File: config.mk
export PLATFORM = sky130hd
export DESIGN_NAME = serial_add_sub
export DESIGN_NICKNAME = d
export VERILOG_FILES = /design/src/rtl/serial_add_sub_pkg.sv /design/src/rtl/serial_add_sub_chunk_adder.sv /design/src/rtl/serial_add_sub.sv
export SDC_FILE = /design/constraint.sdc
export NUM_CORES = 1
export LEC_CHECK = 0
export ABC_AREA = 1
export BUFFER_PORTS_ARGS = -buffer_cell sky130_fd_sc_hd__buf_4
export CORE_MARGIN = 2
export CORE_UTILIZATION = 53
export DETAILED_ROUTE_END_ITERATION = 12
export HOLD_SLACK_MARGIN = 0.03
export PLACE_DENSITY = 0.78
export SLEW_MARGIN = 20
export SYNTH_ARGS = -nofsm -noshare
export SYNTH_HDL_FRONTEND = slang
export SYNTH_SLANG_ARGS = --single-unit
File: constraint.sdc
create_clock -name clk -period 3.1 [get_ports clk]
set_clock_uncertainty 0.2 [all_clocks]
set_input_delay 0.155 -clock clk [delete_from_list [all_inputs] [get_ports clk]]
set_output_delay 0.155 -clock clk [all_outputs]
set_load 0.05 [all_outputs]
File: src/rtl/serial_add_sub_pkg.sv
// ============================================================================
// serial_add_sub_pkg : shared types and sizing helpers for serial_add_sub
// Revision: 1.0
// ============================================================================
`default_nettype none

package serial_add_sub_pkg;

  typedef enum logic [1:0] {
    IDLE = 2'd0,
    RUN  = 2'd1,
    DONE = 2'd2
  } state_e;

  function automatic int nchunk(input int width, input int chunk);
    return width / chunk;
  endfunction

  // A single-chunk operation still needs a 1-bit counter.
  function automatic int cnt_width(input int n);
    return (n <= 1) ? 1 : $clog2(n);
  endfunction

endpackage

`default_nettype wire

File: src/rtl/serial_add_sub_chunk_adder.sv
// ============================================================================
// chunk_adder : CHUNK-bit ripple adder built from full-adder cells
// Revision: 1.0
// ============================================================================
`default_nettype none

module chunk_adder #(
  parameter int CHUNK = 4
) (
  input  logic [CHUNK-1:0] a,
  input  logic [CHUNK-1:0] b,
  input  logic             cin,
  output logic [CHUNK-1:0] sum,
  output logic             cout,
  output logic             cmsb
);

  logic [CHUNK:0] c;

  assign c[0] = cin;

  for (genvar i = 0; i < CHUNK; i++) begin : g_fa
    assign sum[i]   = a[i] ^ b[i] ^ c[i];
    assign c[i + 1] = (a[i] & b[i]) | (c[i] & (a[i] ^ b[i]));
  end

  assign cout = c[CHUNK];
  assign cmsb = c[CHUNK-1];

endmodule

`default_nettype wire

File: src/rtl/serial_add_sub.sv
// ============================================================================
// serial_add_sub : digit-serial two's-complement adder/subtractor, LSB first
// Revision: 1.0
// ============================================================================
`default_nettype none

module serial_add_sub
  import serial_add_sub_pkg::*;
#(
  parameter int WIDTH = 16,
  parameter int CHUNK = 4
) (
  input  logic             clk,
  input  logic             rst,
  input  logic             start,
  input  logic [WIDTH-1:0] a,
  input  logic [WIDTH-1:0] b,
  input  logic             mode,
  output logic             busy,
  output logic             done,
  output logic [WIDTH-1:0] sum,
  output logic             carry_out,
  output logic             overflow,
  output logic             zero
);

  localparam int NCHUNK = nchunk(WIDTH, CHUNK);
  localparam int CW     = cnt_width(NCHUNK);

  state_e           state_q, state_d;
  logic [WIDTH-1:0] a_q, a_d, b_q, b_d, sum_q, sum_d;
  logic             carry_q, carry_d;
  logic [CW-1:0]    cnt_q, cnt_d;
  logic             carry_out_q, carry_out_d;
  logic             overflow_q, overflow_d;
  logic             zero_q, zero_d;

  logic [CHUNK-1:0] chunk_sum;
  logic             chunk_cout, chunk_cmsb;
  logic [WIDTH-1:0] a_shift, b_shift, sum_shift;

  chunk_adder #(.CHUNK(CHUNK)) u_chunk_adder (
    .a    (a_q[CHUNK-1:0]),
    .b    (b_q[CHUNK-1:0]),
    .cin  (carry_q),
    .sum  (chunk_sum),
    .cout (chunk_cout),
    .cmsb (chunk_cmsb)
  );

  // Result fills from the MSB side so after NCHUNK shifts chunk 0 sits at the bottom.
  if (CHUNK == WIDTH) begin : g_single
    assign a_shift   = '0;
    assign b_shift   = '0;
    assign sum_shift = chunk_sum;
  end else begin : g_multi
    assign a_shift   = {{CHUNK{1'b0}}, a_q[WIDTH-1:CHUNK]};
    assign b_shift   = {{CHUNK{1'b0}}, b_q[WIDTH-1:CHUNK]};
    assign sum_shift = {chunk_sum, sum_q[WIDTH-1:CHUNK]};
  end

  always_comb begin
    state_d     = state_q;
    a_d         = a_q;
    b_d         = b_q;
    sum_d       = sum_q;
    carry_d     = carry_q;
    cnt_d       = cnt_q;
    carry_out_d = carry_out_q;
    overflow_d  = overflow_q;
    zero_d      = zero_q;
    case (state_q)
      IDLE, DONE: begin
        if (start) begin
          a_d     = a;
          b_d     = b ^ {WIDTH{mode}};
          carry_d = mode;
          cnt_d   = '0;
          state_d = RUN;
        end else begin
          state_d = IDLE;
        end
      end
      RUN: begin
        a_d     = a_shift;
        b_d     = b_shift;
        sum_d   = sum_shift;
        carry_d = chunk_cout;
        cnt_d   = cnt_q + CW'(1);
        if (cnt_q == CW'(NCHUNK - 1)) begin
          carry_out_d = chunk_cout;
          overflow_d  = chunk_cmsb ^ chunk_cout;
          zero_d      = (sum_shift == '0);
          state_d     = DONE;
        end
      end
      default: state_d = IDLE;
    endcase
  end

  always_ff @(posedge clk) begin
    if (rst) begin
      state_q     <= IDLE;
      a_q         <= '0;
      b_q         <= '0;
      sum_q       <= '0;
      carry_q     <= 1'b0;
      cnt_q       <= '0;
      carry_out_q <= 1'b0;
      overflow_q  <= 1'b0;
      zero_q      <= 1'b0;
    end else begin
      state_q     <= state_d;
      a_q         <= a_d;
      b_q         <= b_d;
      sum_q       <= sum_d;
      carry_q     <= carry_d;
      cnt_q       <= cnt_d;
      carry_out_q <= carry_out_d;
      overflow_q  <= overflow_d;
      zero_q      <= zero_d;
    end
  end

  assign busy      = (state_q == RUN);
  assign done      = (state_q == DONE);
  assign sum       = sum_q;
  assign carry_out = carry_out_q;
  assign overflow  = overflow_q;
  assign zero      = zero_q;

endmodule

`default_nettype wire

# After elaboration in Yosys (flattened, before gate mapping)

Index checks and enable logic that the tools add are counted.

Add/sub/neg operators: 1
Reductions and logical operators: 6
Multiplexer cells: 11
Equality and inequality tests: 5
Bitwise operators: 22

Operator list:

| kind                                                   | count |
|---|---|
| case mux 16 bit (2 select lines)                       | 2 |
| 2-to-1 mux 16 bit                                      | 2 |
| zero test 16 bit                                       | 1 |
| bitwise XOR 16 bit                                     | 1 |
| bitwise XOR 1 bit                                      | 9 |
| AND 1 bit                                              | 8 |
| case mux 2 bit (2 select lines)                        | 2 |
| == test 2 bit (second input constant)                  | 2 |
| 2-to-1 mux 2 bit                                       | 2 |
| OR 1 bit                                               | 4 |
| AND reduction 2 bit                                    | 2 |
| adder 2 x 1 -> 2 bit (second input constant)           | 1 |
| == test 2 x 1 -> 1 bit (second input constant)         | 1 |
| zero test 2 bit                                        | 1 |
| 2-to-1 mux 1 bit                                       | 2 |
| inequality test 2 x 1 -> 1 bit (second input constant) | 1 |
| inequality test 2 bit (second input constant)          | 1 |
| case mux 1 bit (2 select lines)                        | 1 |
| nonzero test 2 bit                                     | 1 |
| OR reduction 2 bit                                     | 1 |

Word-level logic and storage cells: 54
Input bits: 36
Bits in registers: 56

# Longest topological paths before layout

Depth in word-level cells: 10
Gate-level depth with buffers: 13

# Modules after synthesis

A second synthesis with hierarchy kept.

Cell total of the unflattened synthesis: 347
Area, all modules: 2613.8 um2

Modules (own cells, without submodules):

| module         | instances | cells an instance | sequential area each (um2) | area each (um2) |
|---|---|---|---|---|
| serial_add_sub | 1         | 335               | 1121.1                     | 2503.7 |
| chunk_adder    | 1         | 12                | 0.0                        | 110.1 |

# Worst setup path before layout

OpenSTA, ideal clock, no wires.

Path kind: register to register
Start: register a_q[0]
End: register zero_q, in the netlist zero
Period minus slack after synthesis: 2.423 ns
Slack: 0.677 ns
Stages on the path, launching flop included: 14
Data arrival time: 2.091 ns
Cell sequence: dfxtp_1 -> inv_1 -> fa_1 -> inv_1 -> fa_1 -> fa_1 -> inv_1 -> fa_1 -> nand2_1 -> inv_1 -> nand2_1 -> nor2_1 -> nand3_1 -> a21oi_1

Word-level cells in the longest chain between the ends: 9

RTL lines:

| what                     | RTL line                                                           | source |
|---|---|---|
| start: declaration       | serial_add_sub.sv:31                                               | `logic [WIDTH-1:0] a_q, a_d, b_q, b_d, sum_q, sum_d;` |
| start signal: assignment | serial_add_sub.sv:104                                              | `a_q <= '0;` |
| start signal: assignment | serial_add_sub.sv:114                                              | `a_q <= a_d;` |
| bitwise XOR 1 bit        | serial_add_sub_chunk_adder.sv:23, serial_add_sub_chunk_adder.sv:24 |  |
| AND 1 bit                | serial_add_sub_chunk_adder.sv:24                                   | `assign c[i + 1] = (a[i] & b[i]) \| (c[i] & (a[i] ^ b[i]));` |
| OR 1 bit                 | serial_add_sub_chunk_adder.sv:24                                   |  |
| AND 1 bit                | serial_add_sub_chunk_adder.sv:24                                   |  |
| OR 1 bit                 | serial_add_sub_chunk_adder.sv:24                                   |  |
| AND 1 bit                | serial_add_sub_chunk_adder.sv:24                                   |  |
| OR 1 bit                 | serial_add_sub_chunk_adder.sv:24                                   |  |
| bitwise XOR 1 bit        | serial_add_sub_chunk_adder.sv:23                                   | `assign sum[i] = a[i] ^ b[i] ^ c[i];` |
| zero test 16 bit *       | serial_add_sub.sv:93                                               | `zero_d = (sum_shift == '0);` |
| end signal: assignment   | serial_add_sub.sv:121                                              | `zero_q <= zero_d;` |
| end: declaration         | serial_add_sub.sv:36                                               | `logic zero_q, zero_d;` |

Mark *: on every way between the ends. The rest lies on a longest branch, timed or not.
A chain may end at the register's enable or synchronous reset.

# Final worst setup path

Ends and elaborated chain as after synthesis.

==> summary by stage <==
Detailed routing
The via-per-instance ratio is 4.96. The pre-antenna-repair detailed-routing pass consisted of 4 iterations. The residual DRC count is 0. Wire segments on met3 add up to 295 um in the final route. The wire length after detailed routing is 6140 um. The routed metal-1 wirelength is 2610 um.

The average detailed-routed wire length per instance is 12.5 um. The detailed router used layers up to and including met4. The total number of vias is 2431. Summed over all nets, wire length on met2 after detailed routing comes to 3140 um. The DRC violation total after the first TritonRoute iteration is 151. The number of nets with antenna violations after routing is 0.

Logic synthesis
Synthesis handed over a netlist of 344 instances. The cell type contributing the most total cell area after synthesis is dfxtp_1. The flip-flop and latch count after synthesis is 56.

Each instance of the synthesized netlist takes up on average 7.31 sq um. The total nets after synthesis is 385. The netlist uses 19 different library cells.

The Yosys step of the flow raised 0 warnings. The part of the Yosys area used for sequential elements is 44.6%. After synthesis, the cell types taking the most area are dfxtp_1 (45%), nand2_1 (17%), nor2_1 (6.0%).

The synthesized netlist occupies a cell area of 2510 sq um. The share of the synthesized area in the top cell type is 44.6%.

Timing
After routing, the total negative slack on setup checks comes to 0 ps. Setup violations remaining at the end of the flow were counted as 0. For this run, the top clock speed supported by timing is 399 MHz. Subtracting the final worst setup slack from the clock period gives 2510 ps. For the pin with the worst max-slew slack, the measured transition is 890 ps. The max-slew headroom at the worst pin is 40.6%. The final hold violation count is 0. The final setup slack of the worst path is 593 ps. The number of slew-limit violations in the final report is 0. Of the available clock period, the critical path in the final layout requires 80.9%. Setup repair after global routing left no endpoint under its margin.

Pwr
The clock group share of total power is 26.1%. The internal portion of the total power is 1.14 mW. In this run the power spent charging and discharging nets is 495 uW. The fraction of power consumed by sequential logic is 49.6%.

The static leakage power is 1.65 nW. Combinational logic is responsible for 24.3% of the overall power. Net switching is 30.3% of the power. Across the VDD grid, the largest voltage drop is 0.328 mV. Dividing total power by cell area gives a power density of 473 nW/um^2. Overall power consumption after layout is estimated at 1.63 mW.

Final layout
The core utilization of the finished layout is 74.1%. In the final layout, the share of cells above drive strength 1 is 16.3%. At the end of the flow, the number of nets in the layout was 477. The layout has 363 filler cells. The repair_antennas step left the layout with diodes totalling 0. The final cell area excluding filler cells is 3450 sq um.

The area growth from synthesis to layout is 37.3%.

Global routing
The number of antenna violations at the first check in global routing is 0. The total global routing overflow is 0. The first-pass GRT wire length is 10100 um. Global routing consumed, over all layers together, 24.6% of the routing resources. The number of global-route vias before repair is 2251.

Entering global routing, the biggest net connects 42 pins.

Critical path
STA classifies the critical path startpoint as a flop. The kind of end point of the critical path is a flop. Traced cell by cell, the critical path runs through inv_1, fa_1, inv_1, fa_1, fa_1, inv_1, fa_1, nand2_1, inv_1, nand2_1, nor2_1, nand3_1, a21oi_1. By startpoint and endpoint, the worst setup path is classified as reg -> reg.

In this design, the stage delay of the slowest critical-path cell is 430 ps. At the worst endpoint, the required time is 3100 ps. The maximum fanout count along the critical path is 2. The combined buffer and inverter count along the critical path is 4. The slowest stage of the critical path belongs to the cell fa_1. Broken down by cell family, the worst path's largest delay share belongs to adder cells. For the worst setup path, the data arrival time is 2510 ps.

Placement
Before CTS, the worst setup slack after placement is 595 ps. Detailed placement finished with a half-perimeter wire length of 3500 um. The area after detailed placement is 2880 sq um.

The final weighted congestion in routability-driven placement is 0.835. The number of buffer cells added on primary ports is 56.

Clock tree
The clock reaches the later pin of the worst-skew pair after 310 ps. The clock tree root buffer cell is clkbuf_8. The H-tree depth reported by CTS is 2.

The clock transition at the register clock pins on the worst setup and hold paths after CTS is 90 ps. Counting along the longest clock path gives a buffer depth of 2. The clock tree from TritonCTS is done. The number of buffers created by CTS is 5.

The number of clock sinks seen by CTS is 56.

Floorplanning
The area of the die is 5310 sq um. The horizontal die dimension is 72.9 um. The floorplan die height is 72.9 um. Pin placement for this block handled 57 I/O pins. For this configuration, the core starts out at a cell density of 53.9%. The floorplan step defined a core boundary enclosing 4660 sq um. The initialized floorplan defines 25 standard-cell rows.

Hold path
In this run the worst hold path is classified as in -> reg.

Outcome
The run finished with clean final reports.

Run
The count of max-cap constraint violations is 0.
[layer usage]
layer / global-route usage, % / vias to the layer above
met1: 29.4 / 1099
met4: 8.02 / 0
met3: 4.97 / 11
li1: - / 1258
met2: 44.0 / 63
met5: 0 / -
[worst reg2reg max path, delay by kind of cell, from the launching register on]
kind	cells	cell delay [ps]
adder cells (fa/ha/maj)	4	1360
buffers and inverters	4	260
flip-flops	1	320
AO/OA/AOI/OAI	1	60
AND/OR/NAND/NOR	4	220
[placed cells by master, fill, tap and decap left out, drive strengths merged]
cell type	netlist	final
nor2	40	40
a21oi	17	17
fa	4	4
o21ai	21	21
inv	28	28
dfxtp	56	56
a31oi	13	13
nand2	116	116
xor2	13	13
nand3	14	14
dlygate4sd3	0	48
clkbuf	5	7
buf	15	57
ha	1	1
a211oi	1	1
[synthesized netlist by cell type]
library cell and count:
o21ai_0 21, buf_2 8, nand2_2 4, nand3_1 14
buf_4 1, inv_4 1, nand2_1 112, fa_1 4
inv_1 25, ha_1 1, nor2_1 40, inv_2 2
xor2_1 13, a211oi_1 1, dfxtp_1 56, clkbuf_1 5
a31oi_1 13, buf_6 6, a21oi_1 17
[kinds of logic (layout without fill, tap and decap cells)]
kind of cell	after synthesis	count (layout)	share of synthesized area (%)
and+or+nand+nor	170	170	26.5
xor gates and xnor gates	13	13	4.53
AOI/OAI and AO/OA	52	52	11.1
DFF	56	56	44.6
buffers and inverters	48	140	9.61
adders and majority gates	5	5	3.68
[power by group through the flow]
stage / registers, mW / logic (mW) / clock network, mW
floorplan: 0.882 / 0.192 / 0
global placement: 0.823 / 0.334 / 0
detailed placement: 0.825 / 0.340 / 0
CTS: 0.808 / 0.391 / 0.432
global route: 0.816 / 0.437 / 0.460
finish: 0.809 / 0.397 / 0.427
[final timing paths]
kind,start,endpoint,slack (ps),cells past startpoint
max,a_q[0],zero,590,13
min,b[0],b_q[0],60,6
max reg2reg,a_q[0],zero,590,13
min reg2reg,cnt_q[1],cnt_q[1],280,2
[layout make-up]
| cell class | count | area [sq um] | area share [%] |
|---|---|---|---|
| clock buffer | 7 | 96.3 | 2.79 |
| multi-input combinational | 240 | 1150 | 33.3 |
| timing repair buffer | 105 | 908 | 26.3 |
| tap | 54 | 67.6 | 1.96 |
| sequential | 56 | 1120 | 32.5 |
| inverter | 28 | 108 | 3.12 |
[registers in the layout, summed over array words and instances, names as in the netlist]
name / count
zero: 1
state_q: 2
sum: 16
b_q: 16
carry_q: 1
overflow: 1
cnt_q: 2
a_q: 16
carry_out: 1
[repair_timing]
action | CTS | global route
hold buffers | 48 | 0
endpoints found under the hold margin | 33 | 0
setup buffers | 0 | 0
resized for setup | 0 | 0
[metrics by stage]
| stage | std cells | hold slack, ps |
|---|---|---|
| 2_1_floorplan | 344 | 103 |
| 5_1_grt | 490 | 88.3 |
| 4_1_cts | 490 | 71.0 |
| 3_3_place_gp | 435 | 222 |
| 6_report | 490 | 57.2 |
| 3_5_place_dp | 435 | 228 |
Power figures use the tool's default switching activity.
